$ cat config.mk
export PLATFORM = sky130hd
export DESIGN_NAME = tmds_encoder
export DESIGN_NICKNAME = d
export VERILOG_FILES = /design/src/rtl/tmds_pkg.sv /design/src/rtl/tmds_encoder.sv
export SDC_FILE = /design/constraint.sdc
export NUM_CORES = 1
export LEC_CHECK = 0
export ABC_AREA = 1
export BUFFER_PORTS_ARGS = -buffer_cell sky130_fd_sc_hd__buf_2
export CAP_MARGIN = 25
export CORE_MARGIN = 3
export CORE_UTILIZATION = 54
export DETAILED_ROUTE_END_ITERATION = 10
export GPL_TIMING_DRIVEN = 0
export MAX_ROUTING_LAYER = met4
export PLACE_DENSITY = 0.74
export RECOVER_POWER = 25
export SETUP_SLACK_MARGIN = 0.15
export SKIP_CTS_REPAIR_TIMING = 1
export SLEW_MARGIN = 5
export SYNTH_ARGS = -nofsm -noshare
export SYNTH_HDL_FRONTEND = slang
export SYNTH_SLANG_ARGS = --single-unit
$ cat constraint.sdc
create_clock -name clk -period 6.3 [get_ports clk]
set_input_delay 1.26 -clock clk [delete_from_list [all_inputs] [get_ports clk]]
set_output_delay 1.26 -clock clk [all_outputs]
set_load 0.02 [all_outputs]
$ cat src/rtl/tmds_pkg.sv
// Shared TMDS definitions: symbol type, control tokens, stage-1 payload and
// an 8-bit popcount helper.
package tmds_pkg;

  localparam int unsigned SYM_W  = 10;
  localparam int unsigned DATA_W = 8;
  localparam int unsigned QM_W   = 9;
  localparam int unsigned CNT_W  = 5;

  typedef logic [SYM_W-1:0] sym_t;

  localparam sym_t CTRL_00 = 10'b1101010100;
  localparam sym_t CTRL_01 = 10'b0010101011;
  localparam sym_t CTRL_10 = 10'b0101010100;
  localparam sym_t CTRL_11 = 10'b1010101011;

  // Stage-1 pipeline payload: transition-minimised word plus sideband.
  typedef struct packed {
    logic [QM_W-1:0] q_m;
    logic            de;
    logic [1:0]      c;
  } stage1_t;

  function automatic logic [3:0] popcount8(input logic [DATA_W-1:0] v);
    logic [3:0] n;
    n = '0;
    for (int i = 0; i < int'(DATA_W); i++) begin
      n = n + 4'(v[i]);
    end
    return n;
  endfunction

endpackage

$ cat src/rtl/tmds_encoder.sv
// TMDS 8b/10b encoder (DVI/HDMI channel encoder).
// Stage 1 minimises transitions (q_m); stage 2 balances DC using a running
// disparity count and emits control tokens during blanking.
// Ports:
//   clk  - pixel clock
//   rst  - asynchronous active-high reset
//   de   - data enable (1 = video data, 0 = control period)
//   d    - 8-bit pixel component
//   c    - control bits {c1,c0}
//   q    - 10-bit TMDS symbol, LSB first on the wire
// Build option: define TMDS_ENCODER_OUT_REG_EN to add an output register
// after the stage-2 register (latency 3 instead of 2).
module tmds_encoder
  import tmds_pkg::*;
(
  input  logic       clk,
  input  logic       rst,
  input  logic       de,
  input  logic [7:0] d,
  input  logic [1:0] c,
  output logic [9:0] q
);

  logic                    use_xnor_c;
  logic [QM_W-1:0]         q_m_c;
  stage1_t                 s1;

  logic [3:0]              n1q_c;
  logic [3:0]              n0q_c;
  logic signed [CNT_W-1:0] diff_c;
  logic signed [CNT_W-1:0] cnt;
  logic signed [CNT_W-1:0] cnt_nxt_c;
  sym_t                    sym_nxt_c;
  sym_t                    q_s2;

  // Stage 1: choose XOR/XNOR chaining to minimise transitions.
  always_comb begin
    logic [3:0]      n1d;
    logic [QM_W-1:0] qm;
    n1d        = popcount8(d);
    use_xnor_c = (n1d > 4'd4) || ((n1d == 4'd4) && (d[0] == 1'b0));
    qm         = '0;
    qm[0]      = d[0];
    for (int i = 1; i < 8; i++) begin
      qm[i] = use_xnor_c ? ~(qm[i-1] ^ d[i]) : (qm[i-1] ^ d[i]);
    end
    qm[8] = ~use_xnor_c;
    q_m_c = qm;
  end

  always_ff @(posedge clk or posedge rst) begin
    if (rst) begin
      s1 <= '0;
    end else begin
      s1.q_m <= q_m_c;
      s1.de  <= de;
      s1.c   <= c;
    end
  end

  // Stage 2: DC balance against running disparity, or control token.
  always_comb begin
    n1q_c     = popcount8(s1.q_m[7:0]);
    n0q_c     = 4'd8 - n1q_c;
    diff_c    = $signed(5'(n1q_c)) - $signed(5'(n0q_c));
    sym_nxt_c = CTRL_00;
    cnt_nxt_c = cnt;
    if (!s1.de) begin
      // Control periods restart disparity so the next data symbol starts at 0.
      cnt_nxt_c = '0;
      case (s1.c)
        2'b00:   sym_nxt_c = CTRL_00;
        2'b01:   sym_nxt_c = CTRL_01;
        2'b10:   sym_nxt_c = CTRL_10;
        default: sym_nxt_c = CTRL_11;
      endcase
    end else if ((cnt == 5'sd0) || (n1q_c == n0q_c)) begin
      sym_nxt_c = {~s1.q_m[8], s1.q_m[8],
                   s1.q_m[8] ? s1.q_m[7:0] : ~s1.q_m[7:0]};
      cnt_nxt_c = s1.q_m[8] ? (cnt + diff_c) : (cnt - diff_c);
    end else if (((cnt > 5'sd0) && (n1q_c > n0q_c)) ||
                 ((cnt < 5'sd0) && (n0q_c > n1q_c))) begin
      sym_nxt_c = {1'b1, s1.q_m[8], ~s1.q_m[7:0]};
      cnt_nxt_c = cnt + (s1.q_m[8] ? 5'sd2 : 5'sd0) - diff_c;
    end else begin
      sym_nxt_c = {1'b0, s1.q_m[8], s1.q_m[7:0]};
      cnt_nxt_c = cnt + diff_c - (s1.q_m[8] ? 5'sd0 : 5'sd2);
    end
  end

  always_ff @(posedge clk or posedge rst) begin
    if (rst) begin
      cnt  <= '0;
      q_s2 <= CTRL_00;
    end else begin
      cnt  <= cnt_nxt_c;
      q_s2 <= sym_nxt_c;
    end
  end

`ifdef TMDS_ENCODER_OUT_REG_EN
  sym_t q_out;

  // Extra retiming register toward the serializer.
  always_ff @(posedge clk or posedge rst) begin
    if (rst) begin
      q_out <= CTRL_00;
    end else begin
      q_out <= q_s2;
    end
  end

  assign q = q_out;
`else
  assign q = q_s2;
`endif

endmodule

Yosys cells after proc, flatten, opt, wreduce, memory -nomap -nowiden
Index checks and enable logic that the tools add are counted.

Word-level logic and storage cells: 79. Input bits: 13. Register bits: 27. Output and inout bits: 10.

Eq/ne operators: 4. Add/sub/neg operators: 21. Reductions and logical operators: 8. Magnitude comparators: 5. Mux-type cells: 18. Bitwise gates (word level): 18.

Operators with widths (number): $add 4x1->4 (8); $mux 10 (3); $pmux 10 s3 (1); $mux 5 (4); $not 1->1 (10); $sub 5x5->5 (2); $add 3x1->4 (2); $gt 4x4->1 (2); $mux 8 (1); $not 8->8 (1); $mux 1 (7); $xor 1x1->1 (7); $add 2x1->3 (2); $add 5x3->5 (1); $add 5x5->5 (1); $gt 5x1->1 const B (1); $logic_not 5->1 (1); $lt 5x1->1 const B (1); $sub 4x4->5 (1); $sub 5x3->5 (1); $add 1x1->2 (2); $eq 4x3->1 const B (1); $eq 4x4->1 (1); $gt 4x3->1 const B (1); 7 further kinds (12).

Longest topological paths before layout
Gate-level depths: netlist (run 1).

Depth after elaboration: 29. Depth in mapped cells: 28. Gate-level depth less buffers: 28.

Worst setup path before layout (run 1)
OpenSTA, ideal clock, no wires.

Path type: reg2reg. From: register s1[3] (netlist name). To: register cnt[4]. Cell stages (with the launch flop): 26. Period minus slack after synthesis: 4997 ps. Data arrival time: 4925 ps. Data required time: 6229 ps. Setup time: 71 ps. Path buffers: 0. Setup slack: 1303 ps. Cell sequence: dfrtp_1 > inv_1 > fa_1 > fa_1 > fa_1 > inv_1 > ha_1 > fa_1 > nor2_2 > inv_2 > ha_1 > inv_1 > nand3_2 > nand2_4 > nor2_4 > nor3b_1 > ha_1 > or2_2 > nand2_1 > nor2_1 > nand2_1 > nand2_1 > nand3b_1 > nand3_1 > nand2_1 > nor2_1.

Longest elaborated chain between the ends: 14. Elaborated cells on any way between the ends: 24. Those cells by class: 13 x add/sub; 2 x order compare; 1 x eq/ne; 4 x mux; 4 x reduce/logical.

Ends and longest elaborated chain: start, declared (RTL line tmds_encoder.sv:26) `stage1_t s1;`; $add 1x1->2 * (RTL line tmds_pkg.sv:28) `n = n + 4'(v[i]);`; $add 2x1->3 * (RTL line tmds_pkg.sv:28); $add 3x1->4 * (RTL line tmds_pkg.sv:28); $add 4x1->4 * (4 in a row) (RTL line tmds_pkg.sv:28); $sub 4x4->4 (RTL line tmds_encoder.sv:64) `n0q_c = 4'd8 - n1q_c;`; $sub 4x4->5 (tied with other cells) (RTL line tmds_encoder.sv:65) `diff_c = $signed(5'(n1q_c)) - $signed(5'(n0q_c));`; $add 5x5->5 (tied with other cells) (RTL line tmds_encoder.sv:80, tmds_encoder.sv:87); $sub 5x3->5 / $logic_or 1x1->1 (equally long branches) (RTL line tmds_encoder.sv:87, tmds_encoder.sv:81); $mux 5 (RTL line tmds_encoder.sv:81) `end else if (((cnt > 5'sd0) && (n1q_c > n0q_c)) ||`; $mux 5 * (RTL line tmds_encoder.sv:77) `end else if ((cnt == 5'sd0) || (n1q_c == n0q_c)) begin`; $mux 5 * (RTL line tmds_encoder.sv:68) `if (!s1.de) begin`; via cnt_nxt_c[4] (RTL line tmds_encoder.sv:32) `logic signed [CNT_W-1:0] cnt_nxt_c;`; end signal, assigned (RTL line tmds_encoder.sv:96) `cnt <= cnt_nxt_c;`; end, declared (RTL line tmds_encoder.sv:31) `logic signed [CNT_W-1:0] cnt;`.

The timed path passes the listed nets; every way through them passes the cells marked *.

Worst setup path after layout (run 1)
Ends and elaborated chain as after synthesis.

==> reports/metrics.yaml, run 1 <==
outcome:
  status: "finished, final reports clean"
sta:
  tightest_slew_ps: 1240
  hold_viol_final: 0
  fin_crit_sh: 0.879
  fin_ws_ps: 761
  slew_headroom: 0.173
  fin_setup_tns_ps: 0
  report.final.slew_viol_count: 0
  max_freq_ghz: 0.181
  setup_viol: 0
  fin_crit_ps: 5540
  hold_slack_ps: 471
  rsz0062_at_grt: "false"
  fin_worst_skew_ps: 1.97
synth:
  synth_top_area_frac: 0.230
  yosys-top-cells-area: "dfrtp_1, ha_1, fa_1, nand2_1, inv_1"
  postSynthAreaPerCell_um2: 8.21
  synthCells: 292
  ys_types: 31
  synth_top_area_cell: "dfrtp_1"
  ys_seq_area_frac: 0.284
  ys_ff_latch: 27
  yosys_warnings: 0
  syn_nets: 340
  synth_area_um2: 2400
routing:
  drc_errors: 0
  routed-wl-met3_um: 163
  vias: 1849
  drtIter0Drc: 127
  wl_per_cell_um: 11.5
  ant_nets: 0
  met1_length_mm: 1.96
  wl_mm: 4.25
  viasPerCell: 5.01
  met2_length_mm: 2.11
  first_pass_iters: 4
  highest_layer: "met4"
clock_tree:
  tritoncts: "built"
  cts_sinks: 27
  clock_latency_ps: 260
  numCtsBuffers: 3
  ctsHtreeMaxLevel: 1
  cts_root_buffer: "clkbuf_8"
  clock_path_buffers: 2
  cts.clk_slew.worst_paths_ps: 80
worst_setup_path:
  crit_fanout: 6
  critPathKind: "reg2reg"
  crit_arrival_ps: 5740
  worstPathRequired_ps: 6500
  max_stage_delay_ps: 550
  cpMaxStageDelayCell: "fa_1"
  end_kind: "flip-flop"
  startpoint_type: "flip-flop"
global_routing:
  grt_pass1_wl_mm: 7.51
  first_global_vias: 1722
  grt_max_degree: 28
  grt_antenna_before_repair: 0
  grt_remaining_overflow: 0
  gr-usage-all-layers: 0.181
final_layout:
  syn_to_final_growth_pct: 9.19
  layout-drive-gt1-share: 0.191
  layout_common_cells: "nand2_1, inv_1, nand3_1"
  insertedDiodeCount: 0
  layout_commonest_cell: "nand2_1"
  fin_nets: 368
die:
  die_height_um: 72.6
  fp.dieW_um: 72.6
  initial_utilization: 0.579
  die_area_um2: 5280
  core_um2: 4140
  fp-row-count: 23
  ios: 23
placement:
  numPortBuffers: 22
  gp_congestion: 0.933
  pre_cts_ws_ps: 840
  hpwlAfterDp_mm: 3.57
run:
  maxCapViolCount: 0
worst_hold_path:
  hold_class: "reg2reg"
-- synth_stat cells --
master / n
nand2_2: 5
o22ai_1: 1
inv_2: 2
nor3_2: 1
nor2_4: 2
o211ai_1: 1
nand2_1: 62
nand3_2: 8
nand2_4: 7
nor2_1: 11
dfstp_2: 5
nand3_1: 33
nand3b_1: 4
xnor2_1: 4
clkbuf_1: 1
a21oi_1: 4
fa_1: 12
dfrtp_1: 22
or2_2: 1
o211ai_2: 1
nand4_1: 1
o21ai_0: 10
nor2_2: 3
inv_1: 57
a21o_1: 1
buf_12: 1
ha_1: 23
xor2_1: 6
clkinv_1: 1
nor3b_1: 1
o21ai_4: 1
-- flip-flops by register name (all words and copies together) (netlist names) --
name / count
s1: 12
q: 10
cnt: 5
-- through the flow --
stage,area (um2),cells,utilization
floorplan,2400,292,-
global placement,2570,364,0.620
detailed placement,2570,364,0.620
CTS,2620,368,0.631
global route,2620,369,0.632
finish,2620,369,0.632
-- cell type report --
| cell class | instances | area, um2 |
|---|---|---|
| fillers | 356 | 1530 |
| multi-input cells | 203 | 1470 |
| flip-flops and latches | 27 | 682 |
| inverters | 60 | 225 |
| repair buffers | 23 | 113 |
| well taps | 50 | 62.6 |
| clock buffers | 4 | 45.0 |
| plain buffers | 2 | 23.8 |
-- cell families after synthesis --
group,share of synthesized area
simple gates,0.305
buf+inv,0.104
fa+ha+maj,0.220
flops,0.284
compound gates,0.0501
xor+xnor,0.0365
-- final timing paths --
kind | from | to | slack, ps | cells past startpoint
max | s1[3] | cnt[4] | 760 | 25
min | cnt[0] | cnt[0] | 470 | 2
max reg2reg | s1[3] | cnt[4] | 760 | 25
min reg2reg | cnt[0] | cnt[0] | 470 | 2
max in group asynchronous | rst | s1[4] | 4110 | 3
min in group asynchronous | rst | s1[0] | 840 | 2
-- per-layer routing --
layer	track usage	vias up
li1	-	963
met1	0.248	849
met2	0.296	35
met3	0.0289	2
met4	0.0164	0
met5	-	-
-- worst max-delay path: cells and delay by family, from the launching register on --
family / cells / cell delay [ps]
AND/OR/NAND/NOR: 14 / 1920
flip-flops: 1 / 360
adder cells (fa/ha/maj): 7 / 2900
buffers and inverters: 4 / 300
Power of run 1 is left out: the tool's default activity adds up to more than one toggle a clock period on the data nets, which glitch-free logic cannot reach.
==> inputs of run 2 (changes only) <==
--- a/config.mk
+++ b/config.mk
@@ -9,11 +9,11 @@
 export BUFFER_PORTS_ARGS = -buffer_cell sky130_fd_sc_hd__buf_2
 export CAP_MARGIN = 25
 export CORE_MARGIN = 3
-export CORE_UTILIZATION = 54
+export CORE_UTILIZATION = 50
 export DETAILED_ROUTE_END_ITERATION = 10
 export GPL_TIMING_DRIVEN = 0
 export MAX_ROUTING_LAYER = met4
-export PLACE_DENSITY = 0.74
+export PLACE_DENSITY = 0.69
 export RECOVER_POWER = 25
 export SETUP_SLACK_MARGIN = 0.15
 export SKIP_CTS_REPAIR_TIMING = 1
==> reports/metrics.yaml, run 2 (synthesis gave the netlist of run 1 again) <==
placement:
  placedCellCount: 366  # was 364
  numPortBuffers: 22  # unchanged
  gp_congestion: 0.848  # was 0.933
  hpwlAfterDp_mm: 3.69  # was 3.57 mm
global_routing:
  grt_remaining_overflow: 0  # unchanged
  grt_max_degree: 28  # unchanged
  gr-usage-all-layers: 0.174  # was 0.181
  first_global_vias: 1805  # was 1722
  grt_antenna_before_repair: 0  # unchanged
  grt_pass1_wl_mm: 7.54  # was 7.51 mm
clock_tree:
  cts.clk_slew.worst_paths_ps: 90  # was 80 ps
  cts_root_buffer: "clkbuf_8"  # unchanged
  clock_path_buffers: 2  # unchanged
  ctsHtreeMaxLevel: 1  # unchanged
  cts_sinks: 27  # unchanged
  clock_latency_ps: 270  # was 260 ps
  numCtsBuffers: 3  # unchanged
  tritoncts: "built"  # unchanged
worst_setup_path:
  crit_fanout: 6  # unchanged
  startpoint_type: "flip-flop"  # unchanged
  end_kind: "flip-flop"  # unchanged
  worstPathRequired_ps: 6500  # about the same
  crit_start: "s1[3]"  # unchanged
  r2r-end: "cnt[4]"  # unchanged
  critPathKind: "reg2reg"  # unchanged
  r2r_start: "s1[3]"  # unchanged
  r2r_slack_ps: 770  # was 760 ps
  worst-r2r-cell-count: 25  # unchanged
  crit_arrival_ps: 5730  # was 5740 ps
  crit_end: "cnt[4]"  # unchanged
worst_hold_path:
  hold_class: "reg2reg"  # unchanged
  hp-start: "cnt[0]"  # unchanged
die:
  core_um2: 4500  # was 4140 um2
  die_area_um2: 5660  # was 5280 um2
  initial_utilization: 0.532  # was 0.579
  ios: 23  # unchanged
  fp-row-count: 24  # was 23
  fp.dieW_um: 75.2  # was 72.6 um
  die_height_um: 75.2  # was 72.6 um
routing:
  wl_mm: 4.34  # was 4.25 mm
  drtIter0Drc: 90  # was 127
  vias: 1893  # was 1849
  ant_nets: 0  # unchanged
  first_pass_iters: 4  # unchanged
  viasPerCell: 5.10  # was 5.01
  drc_errors: 0  # unchanged
  wl_per_cell_um: 11.7  # was 11.5 um
sta:
  slew_headroom: 0.613  # was 0.173
  hold_slack_ps: 469  # was 471 ps
  rsz0062_at_grt: "false"  # unchanged
  fin_crit_ps: 5530  # was 5540 ps
  report.final.slew_viol_count: 0  # unchanged
  setup_viol: 0  # unchanged
  fin_setup_tns_ps: 0  # unchanged
  max_freq_ghz: 0.181  # about the same
  fin_worst_skew_ps: 7.96  # was 1.97 ps
  hold_viol_final: 0  # unchanged
  fin_crit_sh: 0.878  # was 0.879
  tightest_slew_ps: 574  # was 1240 ps
final_layout:
  final_cell_count_no_fill: 371  # was 369
  fin_nets: 368  # unchanged
  insertedDiodeCount: 0  # unchanged
  layout_commonest_cell: "nand2_1"  # unchanged
  layout-drive-gt1-share: 0.197  # was 0.191
  regMostFlops: "s1"  # unchanged
  largest_reg_flops: 12  # unchanged
  syn_to_final_growth_pct: 9.81  # was 9.19%
  layout_common_cells: "nand2_1, inv_1, nand3_1"  # unchanged
outcome:
  status: "finished, final reports clean"  # unchanged
run:
  maxCapViolCount: 0  # unchanged
run 2: changes by cell type in the layout (fill, tap and decap cells not counted):
cell	delta
clkinv_2	+1
buf_8	+1
clkbuf_1	-2
run 2: worst min path at each step:
stage / end / slack, ps / depth (start not counted)
floorplan: cnt[0] / 430 / 2
global placement: cnt[0] / 450 / 2
detailed placement: cnt[0] / 450 / 2
CTS: cnt[0] / 470 / 2
global route: cnt[0] / 510 / 2
finish: cnt[0] / 470 / 2
run 2: final cells by class:
| cell class | instances | area (um2) |
|---|---|---|
| multi-input combinational | 203 | 1470 |
| inverter | 60 | 225 |
| tap | 52 | 65.1 |
| fill | 426 | 1870 |
| clock buffer | 3 | 41.3 |
| buffer | 2 | 23.8 |
| timing repair buffer | 23 | 124 |
| sequential | 27 | 682 |
| clock inverter | 1 | 5.00 |
run 2: through the flow:
stage	utilization	area, um2	setup slack [ps]
after floorplan	-	2400	1300
after global placement	0.571	2570	785
after detailed placement	0.571	2570	794
after CTS	0.581	2620	756
after global routing	0.584	2630	408
final	0.584	2630	768
run 2: per-layer routing:
metal / routed length (um) / up-vias / share of wire / track usage
li1: - / 959 / - / -
met1: 1990 / 899 / 0.46 / 0.217
met2: 2210 / 35 / 0.51 / 0.310
met3: 138 / 0 / 0.032 / 0.0240
met4: 0 / 0 / 0 / 0.0155
met5: 0 / - / 0 / -
run 2: worst max-delay path: stages, from the launching register on:
cell	delay, ps
dfrtp_1	360
inv_1	80
fa_1	550
fa_1	420
fa_1	490
inv_1	40
ha_1	200
fa_1	510
nor2_2	200
inv_2	60
ha_1	300
inv_1	110
nand3_2	120
nand2_4	110
nor2_4	50
nor3b_1	470
ha_1	390
or2_2	290
nand2_1	140
nor2_1	60
nand2_1	50
nand2_1	70
nand3b_1	160
nand3_1	70
nand2_1	50
nor2_1	100
Power of run 2 is left out for the same reason.
==> inputs of run 3 (changes only) <==
--- a/config.mk
+++ b/config.mk
@@ -5,7 +5,6 @@
 export SDC_FILE = /design/constraint.sdc
 export NUM_CORES = 1
 export LEC_CHECK = 0
-export ABC_AREA = 1
 export BUFFER_PORTS_ARGS = -buffer_cell sky130_fd_sc_hd__buf_2
 export CAP_MARGIN = 25
 export CORE_MARGIN = 3
@@ -13,7 +12,7 @@
 export DETAILED_ROUTE_END_ITERATION = 10
 export GPL_TIMING_DRIVEN = 0
 export MAX_ROUTING_LAYER = met4
-export PLACE_DENSITY = 0.69
+export PLACE_DENSITY = 0.72
 export RECOVER_POWER = 25
 export SETUP_SLACK_MARGIN = 0.15
 export SKIP_CTS_REPAIR_TIMING = 1
==> constraint.sdc (replaced) <==
create_clock -name clk -period 4.5 [get_ports clk]
set_input_delay 0.9 -clock clk [delete_from_list [all_inputs] [get_ports clk]]
set_output_delay 0.9 -clock clk [all_outputs]
set_load 0.02 [all_outputs]
==> reports/metrics.yaml, run 3 <==
outcome:
  status: "finished with violations"  # was finished, final reports clean
  violations: "setup timing"
final_layout:
  layout-drive-gt1-share: 0.288  # was 0.197
  syn_to_final_growth_pct: 20.7  # was 9.81%
  largest_reg_flops: 12  # unchanged
  fin_nets: 299  # was 368
  regMostFlops: "s1"  # unchanged
  layout_common_cells: "inv_1, dfrtp_1, buf_2"  # was nand2_1, inv_1, nand3_1
  layout_commonest_cell: "inv_1"  # was nand2_1
  insertedDiodeCount: 0  # unchanged
global_routing:
  gr-usage-all-layers: 0.159  # was 0.174
  grt_pass1_wl_mm: 6.36  # was 7.54 mm
  first_global_vias: 1451  # was 1805
  grt_remaining_overflow: 0  # unchanged
  grt_max_degree: 28  # unchanged
  grt_antenna_before_repair: 0  # unchanged
worst_setup_path:
  crit_family: "adder cells"  # unchanged
  max_stage_delay_ps: 610  # was 550 ps
  cpMaxStageDelayCell: "fa_2"  # was fa_1
  path_cells: "inv_2 > fa_1 > fa_1 > fa_1 > inv_1 > ha_2 > fa_2 > nor2_4 > inv_4 > ha_4 > a21oi_4 > o22ai_4 > fa_2 > nor3b_2 > nor3_2 > xor2_1 > nor4_1 > a221oi_2 > mux2_4"
  crit_fanout: 7  # was 6
  critPathKind: "reg2reg"  # unchanged
  startpoint_type: "flip-flop"  # unchanged
  worstPathRequired_ps: 4660  # was 6500 ps
  end_kind: "flip-flop"  # unchanged
  cp_common_cell: "fa_1"
  cp_num_buf_inv: 3  # was 4
  crit_arrival_ps: 5260  # was 5730 ps
placement:
  hpwlAfterDp_mm: 2.94  # was 3.69 mm
  gp_congestion: 0.876  # was 0.848
  numPortBuffers: 22  # unchanged
synth:
  synth_top_flop_cell: "dfrtp_1"  # unchanged
  synthCells: 214  # was 292
  synth_edf_count: 0  # unchanged
  ys_types: 46  # was 31
  async_flop_share: 1.00  # unchanged
  yosysMostFrequentCell: "inv_1"  # was nand2_1
  postSynthAreaPerCell_um2: 10.1  # was 8.21 um2
  synth_common_cells: "inv_1, ha_1, dfrtp_1, xnor2_1, o21ai_0"  # was nand2_1, inv_1, nand3_1, ha_1, dfrtp_1
  ys_seq_area_frac: 0.316  # was 0.284
  yosys-top-cells-area: "dfrtp_1, ha_1, fa_1, xnor2_1, inv_1"  # was dfrtp_1, ha_1, fa_1, nand2_1, inv_1
  yosys_warnings: 0  # unchanged
  synth_top_area_cell: "dfrtp_1"  # unchanged
  syn_nets: 262  # was 340
  synth_top_area_frac: 0.256  # was 0.230
  synth_area_um2: 2150  # was 2400 um2
  ys_ff_latch: 27  # unchanged
clock_tree:
  cts.clk_slew.worst_paths_ps: 90  # about the same
  numCtsBuffers: 3  # unchanged
  clock_latency_ps: 270  # about the same
  tritoncts: "built"  # unchanged
  clock_path_buffers: 2  # unchanged
  ctsHtreeMaxLevel: 1  # unchanged
  cts_root_buffer: "clkbuf_8"  # unchanged
  cts_sinks: 27  # unchanged
sta:
  slew_headroom: 0.185  # was 0.613
  fin_crit_sh: 1.13  # was 0.878
  fin_crit_ps: 5100  # was 5530 ps
  fin_worst_skew_ps: 7.40  # was 7.96 ps
  fin_setup_tns_ps: -626  # was 0 ps
  rsz0062_at_grt: "true"  # was false
  max_freq_ghz: 0.196  # was 0.181 GHz
  hold_slack_ps: 476  # was 469 ps
  fin_ws_ps: -603  # was 768 ps
  hold_viol_final: 0  # unchanged
  report.final.slew_viol_count: 0  # unchanged
  setup_viol: 2  # was 0
  tightest_slew_ps: 1220  # was 574 ps
routing:
  ant_nets: 0  # unchanged
  drtIter0Drc: 87  # was 90
  first_pass_iters: 4  # unchanged
  vias: 1530  # was 1893
  drc_errors: 0  # unchanged
  wl_per_cell_um: 13.0  # was 11.7 um
  viasPerCell: 5.10  # about the same
  wl_mm: 3.91  # was 4.34 mm
die:
  initial_utilization: 0.527  # was 0.532
  fp.dieW_um: 71.6  # was 75.2 um
  ios: 23  # unchanged
  die_area_um2: 5130  # was 5660 um2
  die_height_um: 71.6  # was 75.2 um
  fp-row-count: 23  # was 24
  core_um2: 4090  # was 4500 um2
run:
  maxCapViolCount: 0  # unchanged
worst_hold_path:
  hold_class: "in2async"  # was reg2reg
-- run 3: worst reg2reg max path: stages, from the launching register on --
cell      delay [ps]
dfrtp_1          380
inv_2             80
fa_1             440
fa_1             510
fa_1             400
inv_1             70
ha_2             180
fa_2             470
nor2_4           140
inv_4             60
ha_4             270
a21oi_4          150
o22ai_4          110
fa_2             610
nor3b_2           70
nor3_2           170
xor2_1           210
nor4_1            80
a221oi_2         270
mux2_4           330
-- run 3: logic make-up (layout without fill, tap and decap cells) --
logic type | after synthesis | after routing | synth area share
flip-flops | 27 | 27 | 0.316
buffers and inverters | 47 | 83 | 0.0894
XOR/XNOR | 29 | 29 | 0.121
AND/OR/NAND/NOR | 34 | 34 | 0.0894
adder cells (fa/ha/maj) | 35 | 35 | 0.245
multiplexers | 3 | 3 | 0.0168
AO/OA/AOI/OAI | 39 | 39 | 0.121
-- run 3: final timing paths --
kind / start / to / slack, ps / cells past startpoint
worst min register to register: cnt[0] / cnt[0] / 500 / 1
worst max-delay path: s1[4] / cnt[4] / -600 / 19
max in group asynchronous: rst / s1[3] / 2700 / 3
worst max register to register: s1[4] / cnt[4] / -600 / 19
min in group clk: cnt[0] / cnt[0] / 500 / 1
worst min-delay path: rst / s1[2] / 480 / 2
-- run 3: metrics by stage --
step | worst slack (ps) | std cells | cell area [um2] | utilization
2_1_floorplan | -407 | 214 | 2200 | -
3_3_place_gp | -743 | 286 | 2370 | 0.580
3_5_place_dp | -782 | 286 | 2370 | 0.580
4_1_cts | -797 | 290 | 2420 | 0.592
5_1_grt | -791 | 300 | 2600 | 0.636
6_report | -603 | 300 | 2600 | 0.636
-- run 3: cell type report --
class                           instances  area (um2)
Clock buffer                            3        41.3
Clock inverter                          1        7.51
Fill cell                             335        1490
Multi-Input combinational cell        140        1420
Inverter                               41         156
Timing Repair Buffer                   32         180
Buffer                                  6        46.3
Tap cell                               50        62.6
Sequential cell                        27         682
-- run 3: routing by layer --
layer  vias up  share of wire  global-route usage  wire length, um
met5         -              0                   -                0
li1        759              -                   -                -
met3         4          0.046              0.0351              178
met1       729           0.42               0.208             1650
met4         0         0.0079              0.0313               31
met2        38           0.52               0.256             2040
Power of run 3 is left out for the same reason.
